[config.mk]
export PLATFORM = sky130hd
export DESIGN_NAME = systolic_feeder
export DESIGN_NICKNAME = d
export VERILOG_FILES = /design/src/rtl/systolic_feeder.sv
export SDC_FILE = /design/constraint.sdc
export NUM_CORES = 2
export LEC_CHECK = 0
export ABC_AREA = 1
export CAP_MARGIN = 30
export CELL_PAD_IN_SITES_DETAIL_PLACEMENT = 1
export CELL_PAD_IN_SITES_GLOBAL_PLACEMENT = 2
export CORE_MARGIN = 2
export CORE_UTILIZATION = 39
export DETAILED_ROUTE_END_ITERATION = 7
export PLACE_DENSITY_LB_ADDON = 0.1
export SLEW_MARGIN = 20
export SYNTH_ARGS = -nofsm -noshare
export SYNTH_HDL_FRONTEND = slang
export SYNTH_SLANG_ARGS = --single-unit
[constraint.sdc]
create_clock -name clk_i -period 72.9 [get_ports clk_i]
set_input_delay 14.58 -clock clk_i [delete_from_list [all_inputs] [get_ports clk_i]]
set_output_delay 14.58 -clock clk_i [all_outputs]
set_load 0.01 [all_outputs]
[src/rtl/systolic_feeder.sv]
// Skewed operand feeder for a 4x4 systolic array.
// Holds A/B banks and streams them row/column-skewed after a clear pulse.
module systolic_feeder #(
  parameter int DATA_WIDTH = 32
) (
  input  logic                  clk_i,
  input  logic                  rst_i,
  input  logic                  wr_en_i,
  input  logic                  wr_sel_i,
  input  logic [3:0]            wr_addr_i,
  input  logic [DATA_WIDTH-1:0] wr_data_i,
  input  logic                  start_i,
  output logic [DATA_WIDTH-1:0] left_o_0,
  output logic [DATA_WIDTH-1:0] left_o_1,
  output logic [DATA_WIDTH-1:0] left_o_2,
  output logic [DATA_WIDTH-1:0] left_o_3,
  output logic [DATA_WIDTH-1:0] up_o_0,
  output logic [DATA_WIDTH-1:0] up_o_1,
  output logic [DATA_WIDTH-1:0] up_o_2,
  output logic [DATA_WIDTH-1:0] up_o_3,
  output logic                  clr_o,
  output logic                  busy_o,
  output logic                  done_o
);

  typedef enum logic [2:0] {
    IDLE, CLEAR, FEED, DRAIN, DONE
  } state_t;

  state_t state;
  logic [2:0] cnt;
  logic [2:0] t_nxt;

  logic [DATA_WIDTH-1:0] a_q [16];
  logic [DATA_WIDTH-1:0] b_q [16];
  logic [DATA_WIDTH-1:0] left_q [4];
  logic [DATA_WIDTH-1:0] up_q [4];
  logic [DATA_WIDTH-1:0] left_d [4];
  logic [DATA_WIDTH-1:0] up_d [4];

  // Values for the FEED step about to be entered; registered on the edge.
  always_comb begin
    t_nxt = (state == CLEAR) ? 3'd0 : cnt + 3'd1;
    for (int r = 0; r < 4; r++) begin
      left_d[r] = '0;
      up_d[r]   = '0;
      for (int k = 0; k < 4; k++) begin
        if (int'(t_nxt) == r + k) begin
          left_d[r] = a_q[r*4+k];
          up_d[r]   = b_q[k*4+r];
        end
      end
    end
  end

  always_ff @(posedge clk_i or posedge rst_i) begin
    if (rst_i) begin
      state  <= IDLE;
      cnt    <= '0;
      clr_o  <= 1'b0;
      busy_o <= 1'b0;
      done_o <= 1'b0;
      for (int i = 0; i < 4; i++) begin
        left_q[i] <= '0;
        up_q[i]   <= '0;
      end
      for (int i = 0; i < 16; i++) begin
        a_q[i] <= '0;
        b_q[i] <= '0;
      end
    end else begin
      if (state == IDLE && wr_en_i) begin
        if (wr_sel_i) b_q[wr_addr_i] <= wr_data_i;
        else          a_q[wr_addr_i] <= wr_data_i;
      end
      clr_o  <= 1'b0;
      done_o <= 1'b0;
      for (int i = 0; i < 4; i++) begin
        left_q[i] <= '0;
        up_q[i]   <= '0;
      end
      unique case (state)
        IDLE: begin
          if (start_i) begin
            state  <= CLEAR;
            clr_o  <= 1'b1;
            busy_o <= 1'b1;
          end
        end
        CLEAR: begin
          state <= FEED;
          cnt   <= '0;
          left_q <= left_d;
          up_q   <= up_d;
        end
        FEED: begin
          if (cnt == 3'd6) begin
            state <= DRAIN;
            cnt   <= '0;
          end else begin
            cnt    <= cnt + 3'd1;
            left_q <= left_d;
            up_q   <= up_d;
          end
        end
        DRAIN: begin
          if (cnt == 3'd3) begin
            state  <= DONE;
            cnt    <= '0;
            done_o <= 1'b1;
          end else begin
            cnt <= cnt + 3'd1;
          end
        end
        DONE: begin
          state  <= IDLE;
          busy_o <= 1'b0;
        end
        default: state <= IDLE;
      endcase
    end
  end

  assign left_o_0 = left_q[0];
  assign left_o_1 = left_q[1];
  assign left_o_2 = left_q[2];
  assign left_o_3 = left_q[3];
  assign up_o_0   = up_q[0];
  assign up_o_1   = up_q[1];
  assign up_o_2   = up_q[2];
  assign up_o_3   = up_q[3];

endmodule
[Word-level counts from Yosys, hierarchy flattened]
Cells that the tools add are included.
Storage, ports and cells
  register bits after elaboration: 1289
  bits of input ports: 41
  output and inout port bits: 259
  logic and storage cells: 129
Cells by class
  add/subtract/negate cells: 1
  magnitude comparators: 2
  equality and inequality tests: 15
  muxes and demuxes: 54
  bitwise logic cells: 2
  reductions and logical operators: 10
Operators with widths (number)
  32-bit 2-to-1 mux: 33
  512-bit bitwise mux: 2
  128-bit one-hot mux with 2 select lines: 2
  128-bit 2-to-1 mux: 2
  32-bit demux with 4-bit select: 1
  3-bit == test, second input constant: 6
  3-bit 2-to-1 mux: 6
  3-bit by 2-bit == test with 1-bit output, second input constant: 5
  3-bit one-hot mux with 4 select lines: 1
  3-bit one-hot mux with 3 select lines: 1
  3-bit zero test: 2
  2-bit inequality test, second input constant: 3
  2-bit AND reduction: 3
  5-bit greater-or-equal comparator, second input constant: 1
  5-bit by 1-bit less-than comparator with 1-bit output, second input constant: 1
  1-bit 2-to-1 mux: 5
  4-bit NOT with 5-bit output: 1
  3-bit by 1-bit adder with 3-bit output, second input constant: 1
  3-bit by 1-bit == test with 1-bit output, second input constant: 1
  3-bit AND reduction: 1
  3-bit nonzero test: 1
  1-bit logical AND: 2
  1-bit one-hot mux with 2 select lines: 1
  2-bit nonzero test: 1
  1-bit NOT: 1

[Depth between registers and ports, before layout]
  word-level depth: 9
  depth in mapped cells: 12
  depth with buffers taken out: 10

[Worst setup path before layout]
OpenSTA, ideal clock, no wires.
  kind: input -> register
  start: in wr_addr_i[3]
  end: reg b_q[128] (netlist bit)
  setup time: 130 ps
  arrival time: 15533 ps
  data required time: 72770 ps
  slack: 57237 ps
  stages: 6
  path buffers: 1
  cells stage by stage: inv_1 nor2_1 nand2_1 nor2_2 clkbuf_1 o21ai_0
Between the ends
  cells in the longest elaborated chain, start to end: 6
  elaborated cells on any way between the ends: 7
  classes of those cells: 2 x order compare; 3 x mux; 1 x bitwise; 1 x reduce/logical
RTL lines
  from (decl): line 10  | input logic [3:0] wr_addr_i,
  4-bit NOT with 5-bit output (implied by the code) (*): line 73  | if (wr_sel_i) b_q[wr_addr_i] <= wr_data_i;
  5-bit greater-or-equal comparator (implied by the code) or 5-bit by 1-bit less-than comparator with 1-bit output (tied branches): line 73
  1-bit logical AND (implied by the code): line 73
  32-bit 2-to-1 mux (implied by the code): line 73
  32-bit demux with 4-bit select (*): line 73
  512-bit bitwise mux (*): line 73
  to (signal, indexed assignment): line 73
  to (decl): line 35  | logic [DATA_WIDTH-1:0] b_q [16];
Mark *: on every way between the ends. The rest lies on a longest branch, timed or not.
A chain may end at the register's enable or synchronous reset.

[Worst setup path after layout]
  start: in wr_en_i
  end: reg b_q[59] (netlist bit)
Between the ends
  cells in the longest elaborated chain, start to end: 2
RTL lines
  from (decl): line 8  | input logic wr_en_i,
  1-bit logical AND: line 72  | if (state == IDLE && wr_en_i) begin
  2-bit AND reduction (no source line)
Every way passes these cells.

==> results list <==
* Share of layout cells above drive strength 1: between 6 and 7%
* Routed via count: between 50000 and 60000
- For this design the total switching power over the nets is 0.00107 W.
* End of the worst register-to-register path: up_o_3[26]
* First-pass iteration count of the detailed router: 5
- Final net count: 7229
* Top cell type by total area after synthesis: dfrtp_1
- Fill cells in the final layout number 17400.
* Pre-CTS setup slack: 53500 ps
* Path class of the lowest-slack min-delay path: flop to flop
- The analysis attributes to cell leakage a power of 36.4 nW.
- Along the worst path, the maximum fanout reaches ~210.
- The initialized floorplan defines roughly 140 standard-cell rows.
* Detail-routed via count per cell: around 5.5
- Area added between synthesis and finish: 16.4%
- For the final routed database, the setup TNS stands at 0 ps.
- CP Class: primary input to flop
* Total global routing track utilization: between 20% and 30%
- Cell Pwr Density: 39.3 nW/um^2
- Synthesis produced roughly 7200 cells.
* Status: complete, no violations
- STA classifies the critical path startpoint as a primary input.
- The max-slew violation count was 0.
* Total routed wirelength: roughly 220 mm
* Clock share of power: between 20 and 30%
* Crit path capture: b_q[59]
- Counting tap cells, the placed design contains a total of approximately 8900 instances.
- The cell area that synthesis handed to floorplanning was slightly below 60000 sq um.
- Once the clock tree was built, the resizer swapped 0 gates to a different size.
- Unrepaired setup endpoints after global routing: no
* Period utilisation layout: 25.1%
- Syn avg cell area: approximately 8.0 sq um
- Post-detailed-route wirelength per cell: ~24 um
- The first global-routing pass estimated between 300 and 400 mm of wire.
- TritonCTS built the clock tree.
- Of the total power, the share spent switching nets is about two fifths.
- Top area cells in the synthesized netlist: dfrtp_1 56%, nand2_1 17%, o21ai_0 9.7%
* Worst R2R Setup Slack: between 60000 and 70000 ps
- Hold-fix buffer count after cts: 0
- VDD sags by at most 57.4 uV.
* Clock latency of the later-clocked register in the worst-skew pair: 800 ps
* Post-route DRC violation count: 0
* Share of flip-flops with an asynchronous set or reset: between 90% and 100%
- Register-to-Register Path Depth: 10
* Crit path launch: wr_en_i
- Yosys instantiated no cell more often than nand2_1.
- The share of the Yosys chip area taken by registers is ~56%.
- Across the run, the number of max-cap violations was 0.
* Share of power burned in combinational logic: between 30% and 40%
- Clock tree sinks: roughly 1300
- Seq pwr share: 35.7%
- For this run, the number of standard cells in the final layout without fillers is 9230.
* Post-layout power: 0.00265 W
- Final core utilization: 45.7%
- The commonest cells after synthesis are 2588 x nand2_1, 1289 x dfrtp_1, 1124 x o21ai_0.
- The core region is roughly 150000 sq um.
- After the first detailed-routing iteration, the DRC count stood at about 3800.
* Slew @ Worst Pin: ~1200 ps
- For the final database, setup skew stands at about 28 ps.
* Number of top-level pins: 300
- Synthesized flop and latch total: between 1000 and 1500
* Starting Density: between 30 and 40%
- # H-tree levels: 4
- Top-area cell type share of the netlist area: roughly 56%
- The die is approximately 390 um tall.
- Total overflow reported by the global router: 0
- Library cell used as clock root buffer: clkbuf_16
* Worst Setup Slack, final: approximately 55000 ps
- Routability congestion estimate: between 0.7 and 0.8
* Clock buffer count from CTS: roughly 150
- Data on the critical path is required at its endpoint by 73570 ps.
- RR Startpoint: state[1]
- The worst path needs 18320 ps of the cycle, external delays included.
- DP Wirelength: ~110 mm
- The number of antenna violations at the first check in global routing was 9.
* Post-CTS setup repair buffer count: 0
- Crit path arrival time: ~19000 ps
- The synthesized design contains 0 enable-type register cells.
- The number of global-route vias before repair is ~53000.
- Worst slew slack as a fraction of its limit: 18.8%
- Post-route antenna net violation count: 0
- The final hold violation count was 0.
- Capturing element type of the critical path: flop
* Clock edge transition at the registers on the reported setup and hold paths: about 60 ps
- For this run, the leading register cell type out of synthesis is dfrtp_1.
- Largest net degree at the start of global routing: around 200
- # port buffers: between 200 and 300
* Largest buffer count on any clock path: 3
- Number of distinct library cell variants in the gate-level netlist after synthesis: 22
- Fmax: about 55 MHz
- Total setup violations reported at the end of the flow: 0
- Cell internal power was estimated by the tool at about 0.0016 W.
- Warnings from Yosys: 0
* Die outline area: around 150000 sq um
- Horizontal die dimension: roughly 390 um
- The number of nets handed over by synthesis was approximately 7300.
-- metal layers --
metal	part of all wire, %	routed length [um]	GRT usage (%)
met2	47	104000	47.7
met1	45	99500	39.7
met5	0.015	32	0
met3	5.0	11100	4.25
met4	2.8	6270	9.38
-- area by class of cell --
class                           count  area, sq um  area share (%)
Clock inverter                     38          407           0.604
Multi-Input combinational cell   4900        21800            32.3
Inverter                          407         1550            2.29
Tap cell                         1930         2410            3.58
Antenna cell                        5         12.5          0.0186
Sequential cell                  1289        32300            47.9
Clock buffer                      224         4550            6.75
Timing Repair Buffer              437         4420            6.57
-- layout by cell type, fill, tap and decap left out --
master,count
buf_12,15
buf_16,18
buf_2,32
buf_4,103
buf_6,2
bufinv_16,6
clkbuf_1,28
clkbuf_16,155
clkbuf_8,41
clkdlybuf4s50_1,267
clkinv_2,22
clkinv_8,4
clkinvlp_4,1
dfrtp_1,1289
diode_2,5
ha_1,2
ha_2,2
inv_1,397
inv_2,5
inv_4,4
inv_6,5
inv_8,1
nand2_1,2571
nand2_2,9
nand2_4,8
nand3_1,453
nand3_4,2
nand4_1,68
nand4_4,2
nor2_1,394
nor2_2,4
nor2_4,32
o2111ai_1,128
o21ai_0,1124
o21ai_1,98
o21ai_4,1
o221ai_1,1
o31ai_1,1
-- registers in the layout, summed over array words and instances, names as in the netlist --
name	flops
cnt	3
busy_o	1
left_o_0	32
left_o_1	32
up_o_2	32
up_o_0	32
up_o_1	32
clr_o	1
left_o_3	32
done_o	1
b_q	512
a_q	512
state	3
left_o_2	32
up_o_3	32
-- cells by family (layout without fill, tap and decap cells) --
logic type / count (synthesis) / in the layout / share of synthesized area (%)
and+or+nand+nor: 3543 / 3543 / 24.4
adders and majority gates: 4 / 4 / 0.0864
DFF: 1289 / 1289 / 55.7
other: 0 / 5 / 0
buffers and inverters: 1054 / 1106 / 7.29
AOI/OAI and AO/OA: 1353 / 1353 / 12.5
-- metrics by stage --
step / hold slack (ps) / cell area, sq um
2_1_floorplan: 452 / 57900
3_3_place_gp: 463 / 61700
3_5_place_dp: 470 / 61900
4_1_cts: 483 / 66800
5_1_grt: 504 / 67400
6_report: 480 / 67400
-- worst max-delay path, cell delays in order --
cell and delay (ps):
clkdlybuf4s50_1 500, nand4_4 150, buf_12 450, buf_4 700, buf_4 700, buf_4 790
nor2_4 370, nand2_1 140, nand2_1 70
-- power by group through the flow --
stage / registers (W) / logic [W] / clock network [W]
CTS: 0.000945 / 0.000938 / 0.000780
floorplan: 0.000962 / 0.000538 / 0
global placement: 0.000951 / 0.000913 / 0
finish: 0.000945 / 0.000940 / 0.000765
detailed placement: 0.000957 / 0.000932 / 0
global route: 0.000964 / 0.00103 / 0.000808
-- worst min path at each step --
stage / start / cells past startpoint / endpoint
detailed placement: a_q[155] / 2 / a_q[155]
global placement: a_q[134] / 2 / a_q[134]
global route: a_q[132] / 2 / a_q[132]
floorplan: a_q[128] / 2 / a_q[128]
finish: a_q[133] / 2 / a_q[133]
CTS: a_q[155] / 2 / a_q[155]
Note: power is estimated with default switching activity, not from simulation.
